### src/rtl/attosoc_pkg.sv
// attosoc_pkg: shared definitions for attosoc peripherals.
//   - UART register offsets (word index, iomem_addr[3:2])
//   - UART STATUS bit positions
//   - UART serialiser and bus-handshake state encodings
//   - Minimum effective baud divider and a clamp helper
package attosoc_pkg;

  localparam logic [1:0] UART_REG_DATA   = 2'd0;
  localparam logic [1:0] UART_REG_STATUS = 2'd1;
  localparam logic [1:0] UART_REG_DIV    = 2'd2;

  localparam int UART_STAT_FULL      = 0;
  localparam int UART_STAT_EMPTY     = 1;
  localparam int UART_STAT_BUSY      = 2;
  localparam int UART_STAT_COUNT_LSB = 4;

  localparam logic [15:0] UART_DIV_MIN = 16'd3;

  typedef enum logic [1:0] {
    TX_IDLE,
    TX_START,
    TX_DATA,
    TX_STOP
  } uart_tx_state_e;

  typedef enum logic {
    BUS_IDLE,
    BUS_ACK
  } uart_bus_state_e;

  // Effective divider used by the serialiser; the stored register keeps
  // whatever software wrote.
  function automatic logic [15:0] uart_clamp_div(input logic [15:0] div);
    return (div < UART_DIV_MIN) ? UART_DIV_MIN : div;
  endfunction

endpackage

### src/rtl/attosoc_sync_fifo.sv
// attosoc_sync_fifo: single-clock show-ahead FIFO.
//   clk, resetn  clock and synchronous active-low reset (empties the FIFO)
//   push_i       write wdata_i when not full
//   wdata_i      write data
//   pop_i        drop head entry when not empty
//   rdata_o      head entry (valid while !empty_o)
//   full_o       count_o == DEPTH
//   empty_o      count_o == 0
//   count_o      number of stored entries
// DEPTH must be a power of two so the pointers wrap naturally.
module attosoc_sync_fifo #(
  parameter int WIDTH = 8,
  parameter int DEPTH = 4
) (
  input  logic                           clk,
  input  logic                           resetn,
  input  logic                           push_i,
  input  logic [WIDTH-1:0]               wdata_i,
  input  logic                           pop_i,
  output logic [WIDTH-1:0]               rdata_o,
  output logic                           full_o,
  output logic                           empty_o,
  output logic [$clog2(DEPTH + 1)-1:0]   count_o
);

  localparam int AW = (DEPTH > 1) ? $clog2(DEPTH) : 1;
  localparam int CW = $clog2(DEPTH + 1);

  logic [WIDTH-1:0] mem_q [DEPTH];
  logic [AW-1:0]    wr_ptr_q;
  logic [AW-1:0]    rd_ptr_q;
  logic [CW-1:0]    count_q;
  logic             push_en;
  logic             pop_en;

  // Full/empty come from the count at the start of the cycle, so a push
  // into a full FIFO is refused even if a pop happens on the same edge.
  assign full_o  = (count_q == CW'(DEPTH));
  assign empty_o = (count_q == '0);
  assign push_en = push_i && !full_o;
  assign pop_en  = pop_i && !empty_o;
  assign rdata_o = mem_q[rd_ptr_q];
  assign count_o = count_q;

  // NOTE: storage is deliberately not reset; the pointers and count alone
  // decide which entries are valid, so the array can map onto plain RAM.
  always_ff @(posedge clk) begin
    if (push_en) begin
      mem_q[wr_ptr_q] <= wdata_i;
    end
  end

  // NOTE: sequential state uses non-blocking assignments so every register
  // samples pre-edge values regardless of statement order.
  always_ff @(posedge clk) begin
    if (!resetn) begin
      wr_ptr_q <= '0;
      rd_ptr_q <= '0;
      count_q  <= '0;
    end else begin
      if (push_en) wr_ptr_q <= wr_ptr_q + AW'(1);
      if (pop_en)  rd_ptr_q <= rd_ptr_q + AW'(1);
      case ({push_en, pop_en})
        2'b10:   count_q <= count_q + CW'(1);
        2'b01:   count_q <= count_q - CW'(1);
        default: count_q <= count_q;
      endcase
    end
  end

endmodule

### src/rtl/attosoc_uart_tx.sv
// attosoc_uart_tx: memory-mapped 8N1 UART transmitter on the picorv32
// iomem bus.
//   clk, resetn   clock, synchronous active-low reset
//   iomem_valid   bus request
//   iomem_ready   one-cycle completion strobe
//   iomem_addr    byte address; [31:4] selects the window, [3:2] the register
//   iomem_wdata   write data
//   iomem_wstrb   byte strobes, 0 = read
//   iomem_rdata   read data, registered, valid while iomem_ready = 1
//   ser_tx        serial output, idle high
// Registers: 0 DATA (push byte), 1 STATUS (RO), 2 DIV (bit period = DIV+1).
module attosoc_uart_tx
  import attosoc_pkg::*;
#(
  parameter logic [31:0] BASE_ADDR   = 32'h0200_0000,
  parameter int          FIFO_DEPTH  = 4,
  parameter logic [15:0] DEFAULT_DIV = 16'd103
) (
  input  logic        clk,
  input  logic        resetn,
  input  logic        iomem_valid,
  output logic        iomem_ready,
  input  logic [31:0] iomem_addr,
  input  logic [31:0] iomem_wdata,
  input  logic [3:0]  iomem_wstrb,
  output logic [31:0] iomem_rdata,
  output logic        ser_tx
);

  localparam int CW = $clog2(FIFO_DEPTH + 1);

  // ---------------------------------------------------------------- bus side
  uart_bus_state_e bus_state_q, bus_state_d;
  logic [31:0]     rdata_q, rdata_d;
  logic [31:0]     read_mux;
  logic [15:0]     div_q, div_d;
  logic            sel;
  logic            is_write;
  logic            is_data_push;
  logic [1:0]      reg_off;

  // ---------------------------------------------------------------- FIFO
  logic          fifo_push;
  logic          fifo_pop;
  logic [7:0]    fifo_rdata;
  logic          fifo_full;
  logic          fifo_empty;
  logic [CW-1:0] fifo_count;

  // ---------------------------------------------------------------- serialiser
  uart_tx_state_e tx_state_q, tx_state_d;
  logic [7:0]     shift_q, shift_d;
  logic [15:0]    bit_div_q, bit_div_d;
  logic [15:0]    baud_cnt_q, baud_cnt_d;
  logic [2:0]     bit_idx_q, bit_idx_d;
  logic           ser_tx_q;
  logic           stop_tail_q;
  logic           tx_bit;
  logic           tx_busy;
  logic           load;

  // Bits of the bus that carry no information for this block.
  logic unused_bus_bits;
  assign unused_bus_bits = ^{iomem_addr[1:0], iomem_wdata[31:16]};

  assign sel          = iomem_valid && (iomem_addr[31:4] == BASE_ADDR[31:4]);
  assign reg_off      = iomem_addr[3:2];
  assign is_write     = |iomem_wstrb;
  assign is_data_push = iomem_wstrb[0] && (reg_off == UART_REG_DATA);

  // ser_tx lags the serialiser state by one register stage, so the tail
  // flag keeps busy asserted through the final stop-bit cycle on the pin.
  assign tx_busy = (tx_state_q != TX_IDLE) || stop_tail_q;

  always_comb begin
    read_mux = '0;
    case (reg_off)
      UART_REG_STATUS: begin
        read_mux[UART_STAT_FULL]                 = fifo_full;
        read_mux[UART_STAT_EMPTY]                = fifo_empty;
        read_mux[UART_STAT_BUSY]                 = tx_busy;
        read_mux[UART_STAT_COUNT_LSB +: 4]       = 4'(fifo_count);
      end
      UART_REG_DIV: read_mux[15:0] = div_q;
      default:      read_mux = '0;
    endcase
  end

  // NOTE: every signal assigned here gets a default first, so no path
  // leaves it unassigned and no latch is inferred.
  always_comb begin
    bus_state_d = BUS_IDLE;  // ACK always lasts exactly one cycle
    rdata_d     = '0;
    div_d       = div_q;
    fifo_push   = 1'b0;
    // A DATA write into a full FIFO waits in IDLE until a slot frees up.
    if (bus_state_q == BUS_IDLE && sel && !(is_data_push && fifo_full)) begin
      bus_state_d = BUS_ACK;
      if (!is_write) begin
        rdata_d = read_mux;
      end else begin
        fifo_push = is_data_push;
        if (reg_off == UART_REG_DIV) begin
          if (iomem_wstrb[0]) div_d[7:0]  = iomem_wdata[7:0];
          if (iomem_wstrb[1]) div_d[15:8] = iomem_wdata[15:8];
        end
      end
    end
  end

  always_ff @(posedge clk) begin
    if (!resetn) begin
      bus_state_q <= BUS_IDLE;
      rdata_q     <= '0;
      div_q       <= DEFAULT_DIV;
    end else begin
      bus_state_q <= bus_state_d;
      rdata_q     <= rdata_d;
      div_q       <= div_d;
    end
  end

  assign iomem_ready = (bus_state_q == BUS_ACK);
  assign iomem_rdata = rdata_q;

  attosoc_sync_fifo #(
    .WIDTH (8),
    .DEPTH (FIFO_DEPTH)
  ) u_tx_fifo (
    .clk     (clk),
    .resetn  (resetn),
    .push_i  (fifo_push),
    .wdata_i (iomem_wdata[7:0]),
    .pop_i   (fifo_pop),
    .rdata_o (fifo_rdata),
    .full_o  (fifo_full),
    .empty_o (fifo_empty),
    .count_o (fifo_count)
  );

  // Each state holds for bit_div_q+1 cycles: baud_cnt counts down to 0.
  always_comb begin
    tx_state_d = tx_state_q;
    shift_d    = shift_q;
    bit_div_d  = bit_div_q;
    baud_cnt_d = baud_cnt_q;
    bit_idx_d  = bit_idx_q;
    fifo_pop   = 1'b0;
    load       = 1'b0;
    tx_bit     = 1'b1;
    case (tx_state_q)
      TX_IDLE: load = !fifo_empty;
      TX_START: begin
        tx_bit = 1'b0;
        if (baud_cnt_q == '0) begin
          tx_state_d = TX_DATA;
          baud_cnt_d = bit_div_q;
          bit_idx_d  = '0;
        end else begin
          baud_cnt_d = baud_cnt_q - 16'd1;
        end
      end
      TX_DATA: begin
        tx_bit = shift_q[0];
        if (baud_cnt_q == '0) begin
          baud_cnt_d = bit_div_q;
          shift_d    = {1'b0, shift_q[7:1]};
          bit_idx_d  = bit_idx_q + 3'd1;
          if (bit_idx_q == 3'd7) tx_state_d = TX_STOP;
        end else begin
          baud_cnt_d = baud_cnt_q - 16'd1;
        end
      end
      TX_STOP: begin
        tx_bit = 1'b1;
        if (baud_cnt_q == '0) begin
          // Chain straight into the next start bit when data is waiting.
          if (!fifo_empty) load = 1'b1;
          else             tx_state_d = TX_IDLE;
        end else begin
          baud_cnt_d = baud_cnt_q - 16'd1;
        end
      end
      default: tx_state_d = TX_IDLE;
    endcase

    // Divider is captured here so a DIV write mid-byte only affects the
    // following byte.
    if (load) begin
      fifo_pop   = 1'b1;
      shift_d    = fifo_rdata;
      bit_div_d  = uart_clamp_div(div_q);
      baud_cnt_d = uart_clamp_div(div_q);
      tx_state_d = TX_START;
    end
  end

  always_ff @(posedge clk) begin
    if (!resetn) begin
      tx_state_q  <= TX_IDLE;
      shift_q     <= '0;
      bit_div_q   <= UART_DIV_MIN;
      baud_cnt_q  <= '0;
      bit_idx_q   <= '0;
      ser_tx_q    <= 1'b1;
      stop_tail_q <= 1'b0;
    end else begin
      tx_state_q  <= tx_state_d;
      shift_q     <= shift_d;
      bit_div_q   <= bit_div_d;
      baud_cnt_q  <= baud_cnt_d;
      bit_idx_q   <= bit_idx_d;
      ser_tx_q    <= tx_bit;
      stop_tail_q <= (tx_state_q == TX_STOP);
    end
  end

  assign ser_tx = ser_tx_q;

endmodule

### config.mk
export PLATFORM = sky130hd
export DESIGN_NAME = attosoc_uart_tx
export DESIGN_NICKNAME = d
export VERILOG_FILES = /design/src/rtl/attosoc_pkg.sv /design/src/rtl/attosoc_sync_fifo.sv /design/src/rtl/attosoc_uart_tx.sv
export SDC_FILE = /design/constraint.sdc
export NUM_CORES = 1
export LEC_CHECK = 0
export ABC_AREA = 1
export BUFFER_PORTS_ARGS = -buffer_cell sky130_fd_sc_hd__buf_2
export CAP_MARGIN = 20
export CORE_MARGIN = 2
export CORE_UTILIZATION = 32
export CTS_CLUSTER_DIAMETER = 40
export DETAILED_ROUTE_END_ITERATION = 16
export PLACE_DENSITY_LB_ADDON = 0.12
export SYNTH_ARGS = -nofsm -noshare
export SYNTH_HDL_FRONTEND = slang
export SYNTH_HIERARCHICAL = 1
export SYNTH_SLANG_ARGS = --single-unit
### constraint.sdc
create_clock -name clk -period 3.9 [get_ports clk]
set_input_delay 0.39 -clock clk [delete_from_list [all_inputs] [get_ports clk]]
set_output_delay 0.39 -clock clk [all_outputs]
set_load 0.05 [all_outputs]
# Word level (Yosys, flattened, before mapping)
# Memory sizes are Yosys's and may differ from the RTL's. A register that Yosys moved wholly into a read port is not among the register bits.
# Cells that the tools add are included.
dict set report classes {
  muxes 33
  bitwise_logic 4
  reduce_logical 36
  n_eq_ne 21
  n_lt_le_gt_ge 1
  add_sub_neg 6
}
# cell n
set ops {}
lappend ops {{two-way mux 16 bit} 4}
lappend ops {{one-hot mux 16 bit (2 select lines)} 1}
lappend ops {{== test 28 x 22 -> 1 bit (second input constant)} 1}
lappend ops {{two-way mux 8 bit} 3}
lappend ops {{inequality test 3 bit (second input constant)} 6}
lappend ops {{one-hot mux 3 bit (2 select lines)} 3}
lappend ops {{logical NOT 16 bit} 1}
lappend ops {{< comparator 16 x 2 -> 1 bit (second input constant)} 1}
lappend ops {{subtractor 16 x 1 -> 16 bit (second input constant)} 1}
lappend ops {{two-way mux 2 bit} 7}
lappend ops {{AND reduction 6 bit} 2}
lappend ops {{inequality test 2 bit (second input constant)} 5}
lappend ops {{nonzero test 2 bit} 5}
lappend ops {{two-way mux 1 bit} 9}
lappend ops {{== test 2 bit (second input constant)} 4}
lappend ops {{one-hot mux 4 bit (2 select lines)} 1}
lappend ops {{AND reduction 4 bit} 2}
lappend ops {{logical AND 1 bit} 7}
lappend ops {{OR reduction 7 bit} 1}
lappend ops {{adder 3 x 1 -> 3 bit (second input constant)} 2}
lappend ops {{== test 2 x 1 -> 1 bit (second input constant)} 3}
lappend ops {{== test 3 bit (second input constant)} 2}
lappend ops {{two-way mux 3 bit} 2}
lappend ops {{one-hot mux 2 bit (3 select lines)} 1}
lappend ops {{other kinds (15)} 27}
dict set report totals {
  out_inout_bits 34
  ff_bits 103
  in_bits 71
  mem_bits_rw 32
  word_cells 119
  mem_count 1
}
# memory depth word_bits read_ports rd_clocked_by_memory_dff wr line
set memory_table {}
lappend memory_table {u_tx_fifo.mem_q 4 8 1 1 1 attosoc_sync_fifo.sv:29} ;# logic [WIDTH-1:0] mem_q [DEPTH];

# Logic depth before layout (Yosys ltp)
dict set report logic_depth {
  depth_word 9
  depth_mapped 18
  ltp_nobuf 17
}

# Cells and area by module
# Netlist, hierarchy kept.
# module instances cells_per_inst seq_area_each_um2 area_per_inst_um2
set by_module_without_submodules {}
lappend by_module_without_submodules {attosoc_uart_tx 1 661 1601.5 4384.2}
lappend by_module_without_submodules {attosoc_sync_fifo 1 146 1141.1 1691.6}

# Worst setup path after synthesis
# Ideal clock, no wire load.
dict set report synth_timing {
  path_kind {register to register}
  start {register baud_cnt_q[0]}
  end {register u_tx_fifo.count_q[2], in the netlist u_tx_fifo/count_o[2]}
  path_stages_with_launch 19
  path_buffers 1
  setup_ns 0.113
  period_less_slack_ns 2.508
  path_slack_ns 1.392
  arrival_ns 2.395
  required_time_ns 3.787
  path_cell_list {dfxtp_1 > inv_1 > ha_1 > nand2_2 > nor2_2 > nand3_4 > a21oi_4 > buf_4 > nand2_1 > inv_1 > ha_1 > inv_1 > fa_1 > inv_1 > nand2_1 > nand3_1 > nand2_1 > nand2_1 > nor2_1}
}
dict set report synth_between {
  elab_chain_len 7
  word_cells_on_any_way 9
  classes_between {eq/ne (2); mux (4); reduce/logical (3)}
}
# element line
set synth_rtl {}
lappend synth_rtl {{start, declared} attosoc_uart_tx.sv:54} ;# logic [15:0] baud_cnt_q, baud_cnt_d;
lappend synth_rtl {{start signal, assigned} attosoc_uart_tx.sv:211} ;# baud_cnt_q <= baud_cnt_d;
lappend synth_rtl {{logical NOT 16 bit *} attosoc_uart_tx.sv:176} ;# if (baud_cnt_q == '0) begin
lappend synth_rtl {{two-way mux 1 bit *} attosoc_uart_tx.sv:176}
lappend synth_rtl {{one-hot mux 1 bit (2 select lines) *} attosoc_uart_tx.sv:151} ;# case (tx_state_q)
lappend synth_rtl {{two-way mux 1 bit *} attosoc_uart_tx.sv:189} ;# if (load) begin
lappend synth_rtl {{via fifo_pop} attosoc_uart_tx.sv:44} ;# logic fifo_pop;
lappend synth_rtl {{logical AND 1 bit *} attosoc_sync_fifo.sv:41} ;# assign pop_en = pop_i && !empty_o;
lappend synth_rtl {{via u_tx_fifo.pop_en} attosoc_sync_fifo.sv:34} ;# logic pop_en;
lappend synth_rtl {{== test 2 x 1 -> 1 bit / == test 2 bit (equally long branches)} attosoc_sync_fifo.sv:63} ;# case ({push_en, pop_en})
lappend synth_rtl {{one-hot mux 3 bit (2 select lines) / nonzero test 2 bit (equally long branches)} --}
lappend synth_rtl {{end signal, assigned} attosoc_sync_fifo.sv:64} ;# 2'b10: count_q <= count_q + CW'(1);
lappend synth_rtl {{end signal, assigned} attosoc_sync_fifo.sv:65} ;# 2'b01: count_q <= count_q - CW'(1);
lappend synth_rtl {{end signal, assigned} attosoc_sync_fifo.sv:66} ;# default: count_q <= count_q;
lappend synth_rtl {{end, declared} attosoc_sync_fifo.sv:32} ;# logic [CW-1:0] count_q;
# The timed path passes the listed nets; every way through them passes the cells marked *.
# A chain may end at the register's enable or synchronous reset.

# Final worst setup path
dict set report layout_timing {
  start {register tx_state_q[1]}
  end {register u_tx_fifo.count_q[2], in the netlist u_tx_fifo/count_o[2]}
}
dict set report layout_between {
  elab_chain_len 6
  word_cells_on_any_way 9
  classes_between {eq/ne (3); mux (3); reduce/logical (3)}
}
# element line
set layout_rtl {}
lappend layout_rtl {{start, declared} attosoc_uart_tx.sv:51} ;# uart_tx_state_e tx_state_q, tx_state_d;
lappend layout_rtl {{start signal, assigned} attosoc_uart_tx.sv:208} ;# tx_state_q <= tx_state_d;
lappend layout_rtl {{== test 2 bit / logical NOT 2 bit (equally long branches)} attosoc_uart_tx.sv:151}
lappend layout_rtl {{one-hot mux 1 bit (2 select lines) *} attosoc_uart_tx.sv:151}
lappend layout_rtl {{two-way mux 1 bit *} attosoc_uart_tx.sv:189}
lappend layout_rtl {{logical AND 1 bit *} attosoc_sync_fifo.sv:41}
lappend layout_rtl {{via u_tx_fifo.pop_en} attosoc_sync_fifo.sv:34}
lappend layout_rtl {{== test 2 x 1 -> 1 bit / == test 2 bit (equally long branches)} attosoc_sync_fifo.sv:63}
lappend layout_rtl {{one-hot mux 3 bit (2 select lines) / nonzero test 2 bit (equally long branches)} --}
# Marked as above.

==> results.cfg <==
[synth]
async_flop_share_pct = 0
synth_cell_types = 41
synth-edff-count = 32
synthCells = 807
synth_seq_cells = 121
ys_warn_count = 6
synth_area_mm2 = 0.00608
synthFlopType = dfxtp_1
ys_seq_area_share_pct = 45.1
synth.avg_cell_area_um2 = 7.53

[detailed_routing]
vias = 5076
dr.pass1.iters = 4
wl_per_cell_um = 13.6
totalWireLength_mm = 15.3
viasPerCell = 4.50
dr.first_iter.drc_count = 267
drc = 0
ant_nets = 0

[sta]
fin_crit_ns = 2.60
relSlewSlack_pct = 43.7
slew_violations = 0
worst_pin_slew_ns = 0.841
tns_ns = 0
period_share_pct = 66.7
rsz0062_at_grt = no
fmaxAchievable_mhz = 385
finalSetupViolCount = 0
hold_viol = 0
clock_skew_ns = 0.0103

[power_and_ir_drop]
leakagePower_nw = 3.24
ir_drop_mv = 0.316
power_density_mw_per_mm2 = 564

[clock_tree]
clock_latency_ns = 0.42
numCtsBuffers = 17
cts_tree = done
clock-root-buffer = clkbuf_16
post_cts_buffers = 0
clk_pin_slew_worst_paths_ns = 0.06
ctsResizeCount = 0
cts_htree_levels = 4
clock_sinks = 121
cts_hold_buf = 0
cts.path.max_buffers = 2

[floorplan]
num_io_pins = 105
initial_core_util_pct = 32.6
fp-row-count = 50
die_x_um = 142
fp.dieH_um = 142
core_mm2 = 0.0186
die_area_mm2 = 0.0201

[worst_setup_path]
critical-path-max-stage-delay_ns = 0.40
worstSetupStartpoint = tx_state_q[1]
path_cells = ha_1 > inv_1 > nor2_1 > nand3_4 > a21oi_4 > nand2_1 > inv_1 > ha_1 > inv_1 > fa_1 > inv_1 > nand2_1 > nand3_1 > nand2_1 > nand2_1 > nor2_1
worst-setup-path-type = flip-flop to flip-flop
path_max_fanout = 8
required_ns = 4.21
reg2reg_from = tx_state_q[1]
end_kind = flip-flop
critPathArrivalTime_ns = 2.91
worst_path_max_delay_cell = dfxtp_1
cp-start-kind = flip-flop

[final_layout]
num_antenna_cells = 0
synthToLayoutAreaGrowth_pct = 17.7
nNetsFinal = 968
fillers = 2008
instances_no_fill = 1127
drive_above_1_share_pct = 14.8

[placed_design]
place_inst = 1095
dp_hpwl_mm = 11.0
portBuffers = 70
gp_congestion = 0.801

[global_routing]
grt_max_degree = 50
grt_use_total_pct = 15.9
grt.overflow.total = 0
first_global_vias = 4846
grt_pass1_wl_mm = 24.8
grt_antenna_before_repair = 0

[hold_path]
min_path_type = input port to flip-flop
hp-start = iomem_wdata[3]

[status]
outcome = finished, final reports clean

[flow_run]
drv_cap = 0
[layout by cell type (no fill, tap or decap), types with 4 or more instances in the layout]
cell type | netlist | layout
nand2_1 | 146 | 146
inv_1 | 120 | 120
nand3_1 | 61 | 61
nand2_2 | 7 | 7
buf_2 | 1 | 70
dfxtp_1 | 89 | 89
clkinv_4 | 0 | 6
conb_1 | 1 | 16
xor2_1 | 5 | 5
o21ai_1 | 21 | 21
a21oi_1 | 21 | 21
inv_6 | 0 | 4
clkbuf_16 | 0 | 17
o21ai_0 | 40 | 40
nor3_1 | 5 | 5
edfxtp_1 | 32 | 32
ha_1 | 16 | 16
nand3b_1 | 4 | 4
nor2_2 | 6 | 6
nand4_1 | 18 | 18
o22ai_1 | 16 | 16
nor2_1 | 142 | 142
[sequential cells by signal (all words and copies together) (netlist names), 3 cells and up, named ones only]
| register | flops |
|---|---|
| baud_cnt_q | 16 |
| bit_div_q | 16 |
| bit_idx_q | 3 |
| div_q | 16 |
| iomem_rdata | 16 |
| shift_q | 8 |
| u_tx_fifo/count_o | 3 |
| u_tx_fifo/mem_q | 32 |
[where the power goes]
part / internal (mW) / total [mW] / switching [mW]
logic: 0.354 / 1.06 / 0.711
registers: 1.34 / 1.40 / 0.0578
clock network: 0.951 / 1.57 / 0.616
total: 2.65 / 4.03 / 1.38
[cell type report]
cell class	count	area (um^2)	area share (%)
flip-flops and latches	121	2740	38.4
multi-input cells	545	2690	37.6
inverters	122	458	6.41
clock buffers	17	425	5.95
repair buffers	73	373	5.22
well taps	234	293	4.10
clock inverters	15	168	2.35
[worst paths after layout]
path                      endpoint  slack [ns]  depth (start not counted)
min reg2reg               div_q[0]        0.46                          2
max reg2reg   u_tx_fifo/count_o[2]        1.30                         16
min          u_tx_fifo/mem_q[3][3]        0.23                          1
max           u_tx_fifo/count_o[2]        1.30                         16
[layer usage]
layer | global-route usage, % | wire (um)
met5 | 0 | 0
met4 | 5.05 | 126
met3 | 3.27 | 604
met2 | 25.1 | 7010
met1 | 22.0 | 7560
[Yosys cell counts (2+ instances only)]
| cell | count | area [um^2] |
|---|---|---|
| nand2_1 | 146 | 548 |
| nor2_1 | 142 | 533 |
| inv_1 | 120 | 450 |
| dfxtp_1 | 89 | 1780 |
| nand3_1 | 61 | 305 |
| o21ai_0 | 40 | 200 |
| edfxtp_1 | 32 | 961 |
| a21oi_1 | 21 | 105 |
| o21ai_1 | 21 | 105 |
| buf_4 | 18 | 135 |
| nand4_1 | 18 | 113 |
| ha_1 | 16 | 200 |
| o22ai_1 | 16 | 100 |
| clkbuf_1 | 8 | 30.0 |
| nand2_2 | 7 | 43.8 |
| buf_6 | 6 | 67.6 |
| nor2_2 | 6 | 37.5 |
| nor3_1 | 5 | 25.0 |
| xor2_1 | 5 | 43.8 |
| nand3b_1 | 4 | 30.0 |
| o21ai_2 | 3 | 26.3 |
| nand2_4 | 2 | 22.5 |
| nand2_8 | 2 | 40.0 |
| nor4_1 | 2 | 12.5 |
[worst max-delay path: cells and delay by family (launching register included)]
| family | cells | cell delay (ns) |
|---|---|---|
| buffers and inverters | 4 | 0.40 |
| AOI/OAI and AO/OA | 1 | 0.15 |
| DFF | 1 | 0.40 |
| adders and majority gates | 3 | 0.84 |
| and+or+nand+nor | 8 | 0.68 |
[stage by stage]
step	power [mW]	hold WS [ns]	area, um^2	util (%)	setup slack (ns)
final	4.03	0.227	7150	38.3	1.30
after global routing	4.31	0.215	7150	38.3	1.04
after CTS	4.09	0.218	7150	38.3	1.31
after detailed placement	2.50	0.445	6560	35.2	1.27
after global placement	2.50	0.441	6560	35.2	1.29
after floorplan	2.28	0.429	6130	-	1.39
[logic make-up (layout without fill, tap and decap cells)]
group	Yosys count	after routing	share of synthesized area [%]
adder cells (fa/ha/maj)	17	17	3.62
AO/OA/AOI/OAI	104	104	9.39
XOR/XNOR	6	6	0.865
other	1	16	0.0617
flip-flops	121	121	45.1
AND/OR/NAND/NOR	402	402	29.4
buffers and inverters	156	227	11.5
(Power assumes the default switching activity.)
